[src/rtl/wb_port_arbiter_pkg.sv]
// Shared register-file types for the writeback path.
//   rvga_reg     : 5-bit architectural register index
//   rvga_word    : 32-bit data word
//   rvga_wb_req  : one register-file write request {rd, data}
//   rvga_reg_onehot : one-hot decode of a register index
package wb_port_arbiter_pkg;

   localparam int RVGA_NUM_REGS = 32;

   typedef logic [4:0]  rvga_reg;
   typedef logic [31:0] rvga_word;

   typedef struct packed {
      rvga_reg  rd;
      rvga_word data;
   } rvga_wb_req;

   function automatic logic [RVGA_NUM_REGS-1:0] rvga_reg_onehot(input rvga_reg r);
      logic [RVGA_NUM_REGS-1:0] v;
      v    = '0;
      v[r] = 1'b1;
      return v;
   endfunction

endpackage

[src/rtl/wb_result_fifo.sv]
// Small circular FIFO for long-latency writeback results.
//   clk, rst         : clock, synchronous active-high reset
//   push, push_el    : enqueue request (ignored when full)
//   pop              : dequeue request (ignored when empty)
//   head             : oldest entry, read combinationally from storage
//   full, empty      : occupancy flags
//   entries, valid   : raw storage plus per-slot occupancy, for hazard logic
module wb_result_fifo
   import wb_port_arbiter_pkg::*;
#(
   parameter int  depth_p = 4,
   parameter type el_t    = rvga_wb_req
) (
   input  logic               clk,
   input  logic               rst,
   input  logic               push,
   input  el_t                push_el,
   input  logic               pop,
   output el_t                head,
   output logic               full,
   output logic               empty,
   output el_t                entries [depth_p],
   output logic [depth_p-1:0] valid
);

   localparam int ptr_w = $clog2(depth_p);
   localparam int cnt_w = ptr_w + 1;

   el_t              mem [depth_p];
   logic [ptr_w-1:0] rd_ptr;
   logic [ptr_w-1:0] wr_ptr;
   logic [cnt_w-1:0] count;
   logic             do_push;
   logic             do_pop;

   assign full    = (count == cnt_w'(depth_p));
   assign empty   = (count == '0);
   assign do_push = push && !full;
   assign do_pop  = pop && !empty;
   assign head    = mem[rd_ptr];
   assign entries = mem;

   always_ff @(posedge clk) begin
      if (rst) begin
         rd_ptr <= '0;
         wr_ptr <= '0;
         count  <= '0;
      end else begin
         if (do_push) wr_ptr <= wr_ptr + 1'b1;
         if (do_pop)  rd_ptr <= rd_ptr + 1'b1;
         count <= count + cnt_w'(do_push) - cnt_w'(do_pop);
      end
   end

   always_ff @(posedge clk) begin
      if (do_push) mem[wr_ptr] <= push_el;
   end

   // A slot is occupied when its distance from the read pointer (modulo
   // depth) is below the count; this covers the full case where pointers meet.
   for (genvar i = 0; i < depth_p; i++) begin : g_valid
      logic [ptr_w-1:0] off;
      assign off      = ptr_w'(i) - rd_ptr;
      assign valid[i] = ({1'b0, off} < count);
   end

endmodule

[src/rtl/wb_port_arbiter.sv]
// Arbitrates the single register-file write port between the in-order
// writeback path and buffered long-latency results.
//   clk_i, rst_i          : clock, synchronous active-high reset
//   pipe_v_i/rd_i/data_i  : pipeline writeback request
//   lu_v_i/rd_i/data_i    : long-latency result, accepted when lu_ready_o
//   lu_ready_o            : result FIFO not full
//   stall_v_o             : pipeline request not accepted this cycle
//   rd_o, rd_data_o, rd_w_v_o : registered register-file write port
//   pending_mask_o        : registers targeted by buffered results
module wb_port_arbiter
   import wb_port_arbiter_pkg::*;
#(
   parameter int depth_p  = 4,
   parameter int starve_p = 3
) (
   input  logic                     clk_i,
   input  logic                     rst_i,
   input  logic                     pipe_v_i,
   input  rvga_reg                  pipe_rd_i,
   input  rvga_word                 pipe_data_i,
   input  logic                     lu_v_i,
   input  rvga_reg                  lu_rd_i,
   input  rvga_word                 lu_data_i,
   output logic                     lu_ready_o,
   output logic                     stall_v_o,
   output rvga_reg                  rd_o,
   output rvga_word                 rd_data_o,
   output logic                     rd_w_v_o,
   output logic [RVGA_NUM_REGS-1:0] pending_mask_o
);

   rvga_wb_req         head;
   rvga_wb_req         entries [depth_p];
   logic [depth_p-1:0] valid;
   logic               full;
   logic               empty;
   logic               sel_fifo;
   logic               sel_pipe;
   logic               waw_match;
   logic               starve_hit;
   logic [3:0]         starve_cnt;
   rvga_wb_req         lu_el;

   assign lu_el = '{rd: lu_rd_i, data: lu_data_i};

   wb_result_fifo #(
      .depth_p (depth_p),
      .el_t    (rvga_wb_req)
   ) u_fifo (
      .clk     (clk_i),
      .rst     (rst_i),
      .push    (lu_v_i),
      .push_el (lu_el),
      .pop     (sel_fifo),
      .head    (head),
      .full    (full),
      .empty   (empty),
      .entries (entries),
      .valid   (valid)
   );

   always_comb begin
      waw_match      = 1'b0;
      pending_mask_o = '0;
      for (int i = 0; i < depth_p; i++) begin
         if (valid[i]) begin
            pending_mask_o = pending_mask_o | rvga_reg_onehot(entries[i].rd);
            if (entries[i].rd == pipe_rd_i) waw_match = 1'b1;
         end
      end
      pending_mask_o[0] = 1'b0;
   end

   assign starve_hit = (starve_cnt == 4'(starve_p));
   assign sel_fifo   = !empty && (!pipe_v_i || starve_hit || waw_match);
   assign sel_pipe   = pipe_v_i && !sel_fifo;
   assign stall_v_o  = pipe_v_i && sel_fifo;
   assign lu_ready_o = !full;

   always_ff @(posedge clk_i) begin
      if (rst_i) begin
         starve_cnt <= '0;
      end else if (empty || sel_fifo) begin
         starve_cnt <= '0;
      end else if (!starve_hit) begin
         starve_cnt <= starve_cnt + 4'd1;
      end
   end

   // x0 writes still consume their grant but never raise the write enable.
   always_ff @(posedge clk_i) begin
      if (rst_i) begin
         rd_o      <= '0;
         rd_data_o <= '0;
         rd_w_v_o  <= 1'b0;
      end else if (sel_fifo) begin
         rd_o      <= head.rd;
         rd_data_o <= head.data;
         rd_w_v_o  <= (head.rd != '0);
      end else if (sel_pipe) begin
         rd_o      <= pipe_rd_i;
         rd_data_o <= pipe_data_i;
         rd_w_v_o  <= (pipe_rd_i != '0);
      end else begin
         rd_w_v_o  <= 1'b0;
      end
   end

endmodule
[config.mk]
export PLATFORM = sky130hd
export DESIGN_NAME = wb_port_arbiter
export DESIGN_NICKNAME = d
export VERILOG_FILES = /design/src/rtl/wb_port_arbiter_pkg.sv /design/src/rtl/wb_result_fifo.sv /design/src/rtl/wb_port_arbiter.sv
export SDC_FILE = /design/constraint.sdc
export NUM_CORES = 1
export LEC_CHECK = 0
export ABC_AREA = 1
export ABC_CLOCK_PERIOD_IN_PS = 3100
export CAP_MARGIN = 20
export CELL_PAD_IN_SITES_DETAIL_PLACEMENT = 0
export CELL_PAD_IN_SITES_GLOBAL_PLACEMENT = 2
export CORE_MARGIN = 3
export CORE_UTILIZATION = 30
export CTS_BUF_LIST = sky130_fd_sc_hd__clkbuf_16
export CTS_CLUSTER_DIAMETER = 120
export DETAILED_ROUTE_END_ITERATION = 6
export GPL_TIMING_DRIVEN = 1
export PLACE_DENSITY_LB_ADDON = 0.15
export SETUP_SLACK_MARGIN = 0.4
export SKIP_CTS_REPAIR_TIMING = 1
export SLEW_MARGIN = 20
export SYNTH_ARGS = -nofsm -noshare
export SYNTH_HDL_FRONTEND = slang
export SYNTH_HIERARCHICAL = 1
export SYNTH_SLANG_ARGS = --single-unit
[constraint.sdc]
create_clock -name clk_i -period 3.1 [get_ports clk_i]
set_input_delay 0.62 -clock clk_i [delete_from_list [all_inputs] [get_ports clk_i]]
set_output_delay 0.62 -clock clk_i [all_outputs]
set_load 0.03 [all_outputs]
==> results.txt <==
status -> finished, violations left
failing checks -> negative setup slack
TritonCTS clock tree -> yes
Placer Congestion -> 0.9058
DRT iter0 DRCs -> 385
drt pass-1 iters -> 5
busiest grt layer -> met2
Non-Filler Instances -> 1672
Cells after Synth -> 1050
met2 usage -> 30.43%
drt wl/cell -> 19.19 µm
placed insts -> 1618
RSZ-0062 raised after global routing -> true
post-synthesis compound-gate area fraction -> 7.378%
fin worst setup slack -> -0.08581 ns
Synth Area in Adders -> 1.657%
grt total ovfl -> 0
first-pass GRT wire length -> 47090 µm
Total Routed Length -> 32080 µm
xor/xnor share of the synthesized area -> 0.2762%
yosys warns -> 6
Hold Path Class -> flip-flop to flip-flop
Setup CP Type -> flip-flop to primary output
Initial Util -> 30.78%
Core Area -> 30910 µm²
Tcrit/Tclk final -> 102.8%
Vias -> 8309
reg-to-reg setup timing slack -> 0.01 ns
Num CTS Buffers -> 17
M1 GR Usage -> 25.00%
post-synthesis cell area -> 9514 µm²
mux cell area share after synthesis -> 0%
final std cell area, no fill -> 13500 µm²
largest cells by area after synthesis -> edfxtp_1 (47%), nand2_1 (12%), dfxtp_1 (10%), nand3_1 (7.2%), inv_1 (4.7%)
Synth Flop Type -> edfxtp_1
Startpoint Class -> flip-flop
die width -> 184.1 µm
Leak -> 5.257 nW
Vias per Instance -> 4.969
CTS max path bufs -> 2
pwr/cell area -> 805.8 nW/µm²
Place WS -> -0.1670 ns
final setup violating endpoints -> 8
final setup TNS -> -0.1697 ns
Final min period -> 3.186 ns
fin nets -> 1351
largest family of logic cells by synthesized area -> simple AND/OR/NAND/NOR gates
CTS sink count -> 197
remaining antenna violation count after routing -> 0
post-DP HPWL -> 21900 µm
Synth Net Count -> 1140
CP Max Fanout -> 7
share of the synthesized area in the top cell type -> 46.71%
final core utilization -> 43.68%
# rows -> 64
Required @ worst endpoint -> 2.48 ns
die area -> 33890 µm²
leading area contributor after synthesis -> edfxtp_1
met3 Use GR -> 3.106%
Yosys reg bits -> 197
crit path capture type -> primary output
worst relative slew slack -> 46.58%
highest clock rate -> 0.3139 GHz
sequential share of the synthesized area -> 57.02%
initial antenna violation count -> 3
Peak VDD IR -> 0.3987 mV
number of global-route vias before repair -> 7968
Simple-Gate Fraction of Synth Area -> 25.84%
I/O Buffers -> 148
Clock Skew -> 0.01857 ns
Post-synth EDFFs -> 148
Worst Path Arrival -> 2.57 ns
Max Cap Viol -> 0
final slew viol count -> 0
worst slew pin tran -> 0.7951 ns
DRC Markers -> 0
Area growth syn-to-layout -> 41.90%
clock slew seen by the registers of the worst setup and hold paths -> 0.08 ns
commonest non-fill, non-tap cell in the layout -> nand2_1
FFs w/ async S/R, synth -> 0%
io pins -> 150
Netlist cell types -> 39
synthesized area per cell -> 9.061 µm²
All-Layer GR Usage -> 18.37%
root buffer cell -> clkbuf_16
Hold Slack -> 0.4957 ns
share of layout cells above drive strength 1 -> 24.10%
total power -> 10.88 mW
htree depth -> 4
dpl cell area -> 11930 µm²
most frequent cells in the layout -> nand2_1 (279), edfxtp_1 (148), nand3_1 (129), clkdlybuf4s50_1 (113), inv_1 (103)
final hold vios -> 0
Clk Latency, worst-skew pair -> 0.44 ns
pin count of the biggest net entering global routing -> 40
Die H -> 184.1 µm
[flip-flops by register name, summed over array words and instances, names as in the netlist]
| signal | flops |
|---|---|
| u_fifo/count | 3 |
| rd_data_o | 32 |
| rd_o | 5 |
| u_fifo/entries | 148 |
| rd_w_v_o | 1 |
| u_fifo/rd_ptr | 2 |
| u_fifo/wr_ptr | 2 |
| starve_cnt | 4 |
[power by group]
| part | switching (mW) | total [mW] | internal [mW] |
|---|---|---|---|
| combinational | 3.11 | 5.03 | 1.92 |
| sequential | 0.194 | 3.42 | 3.22 |
| clock | 1.21 | 2.43 | 1.22 |
| total | 4.51 | 10.9 | 6.36 |
[final timing paths]
check,cells past startpoint,to,start
max reg2reg,25,u_fifo/count[1],u_fifo/rd_ptr[1]
min,2,starve_cnt[1],starve_cnt[1]
min reg2reg,2,starve_cnt[1],starve_cnt[1]
max,15,pending_mask_o[4],u_fifo/rd_ptr[1]
[cell families after synthesis]
kind of cell / after synthesis
other: 1
AOI/OAI and AO/OA: 102
DFF: 197
and+or+nand+nor: 554
adders and majority gates: 12
buffers and inverters: 181
xor gates and xnor gates: 3
[metal layers]
metal	part of all wire, %	routed length, µm	up-vias
li1	-	-	4038
met1	46	14720	4032
met2	48	15400	204
met3	4.5	1429	33
met4	1.6	523	2
met5	0.041	13	-
[cell type report]
cell class,count,area (µm²)
Antenna cell,2,5.005
Clock buffer,17,425.4
Clock inverter,15,235.2
Fill cell,3052,17410
Inverter,132,515.5
Multi-Input combinational cell,672,3995
Sequential cell,197,5433
Tap cell,396,495.5
Timing Repair Buffer,241,2396
[synthesized netlist by cell type (all sizes together) (2+ instances only)]
library cell / n
a41oi: 2
a21oi: 43
o22a: 2
xor2: 3
ha: 11
o2111ai: 4
nand4: 38
buf: 33
nor2: 46
o21ai: 7
nor3: 27
or2: 5
a22oi: 15
edfxtp: 148
o211ai: 3
nand2: 294
o221ai: 23
inv: 132
dfxtp: 49
clkbuf: 16
nand3: 143
[worst max-delay path, stage by stage (launching register included)]
cell and delay, ns:
dfxtp_4 0.37, inv_4 0.07, nand2_4 0.06, nand2_4 0.07, inv_2 0.04, ha_4 0.25, a21oi_2 0.04, or2_4 0.25
inv_4 0.07, buf_6 0.10, nor3_4 0.04, buf_6 0.16, buf_6 0.11, a22oi_2 0.20, o221ai_2 0.13, buf_6 0.16
Note: power is estimated with default switching activity, not from simulation.
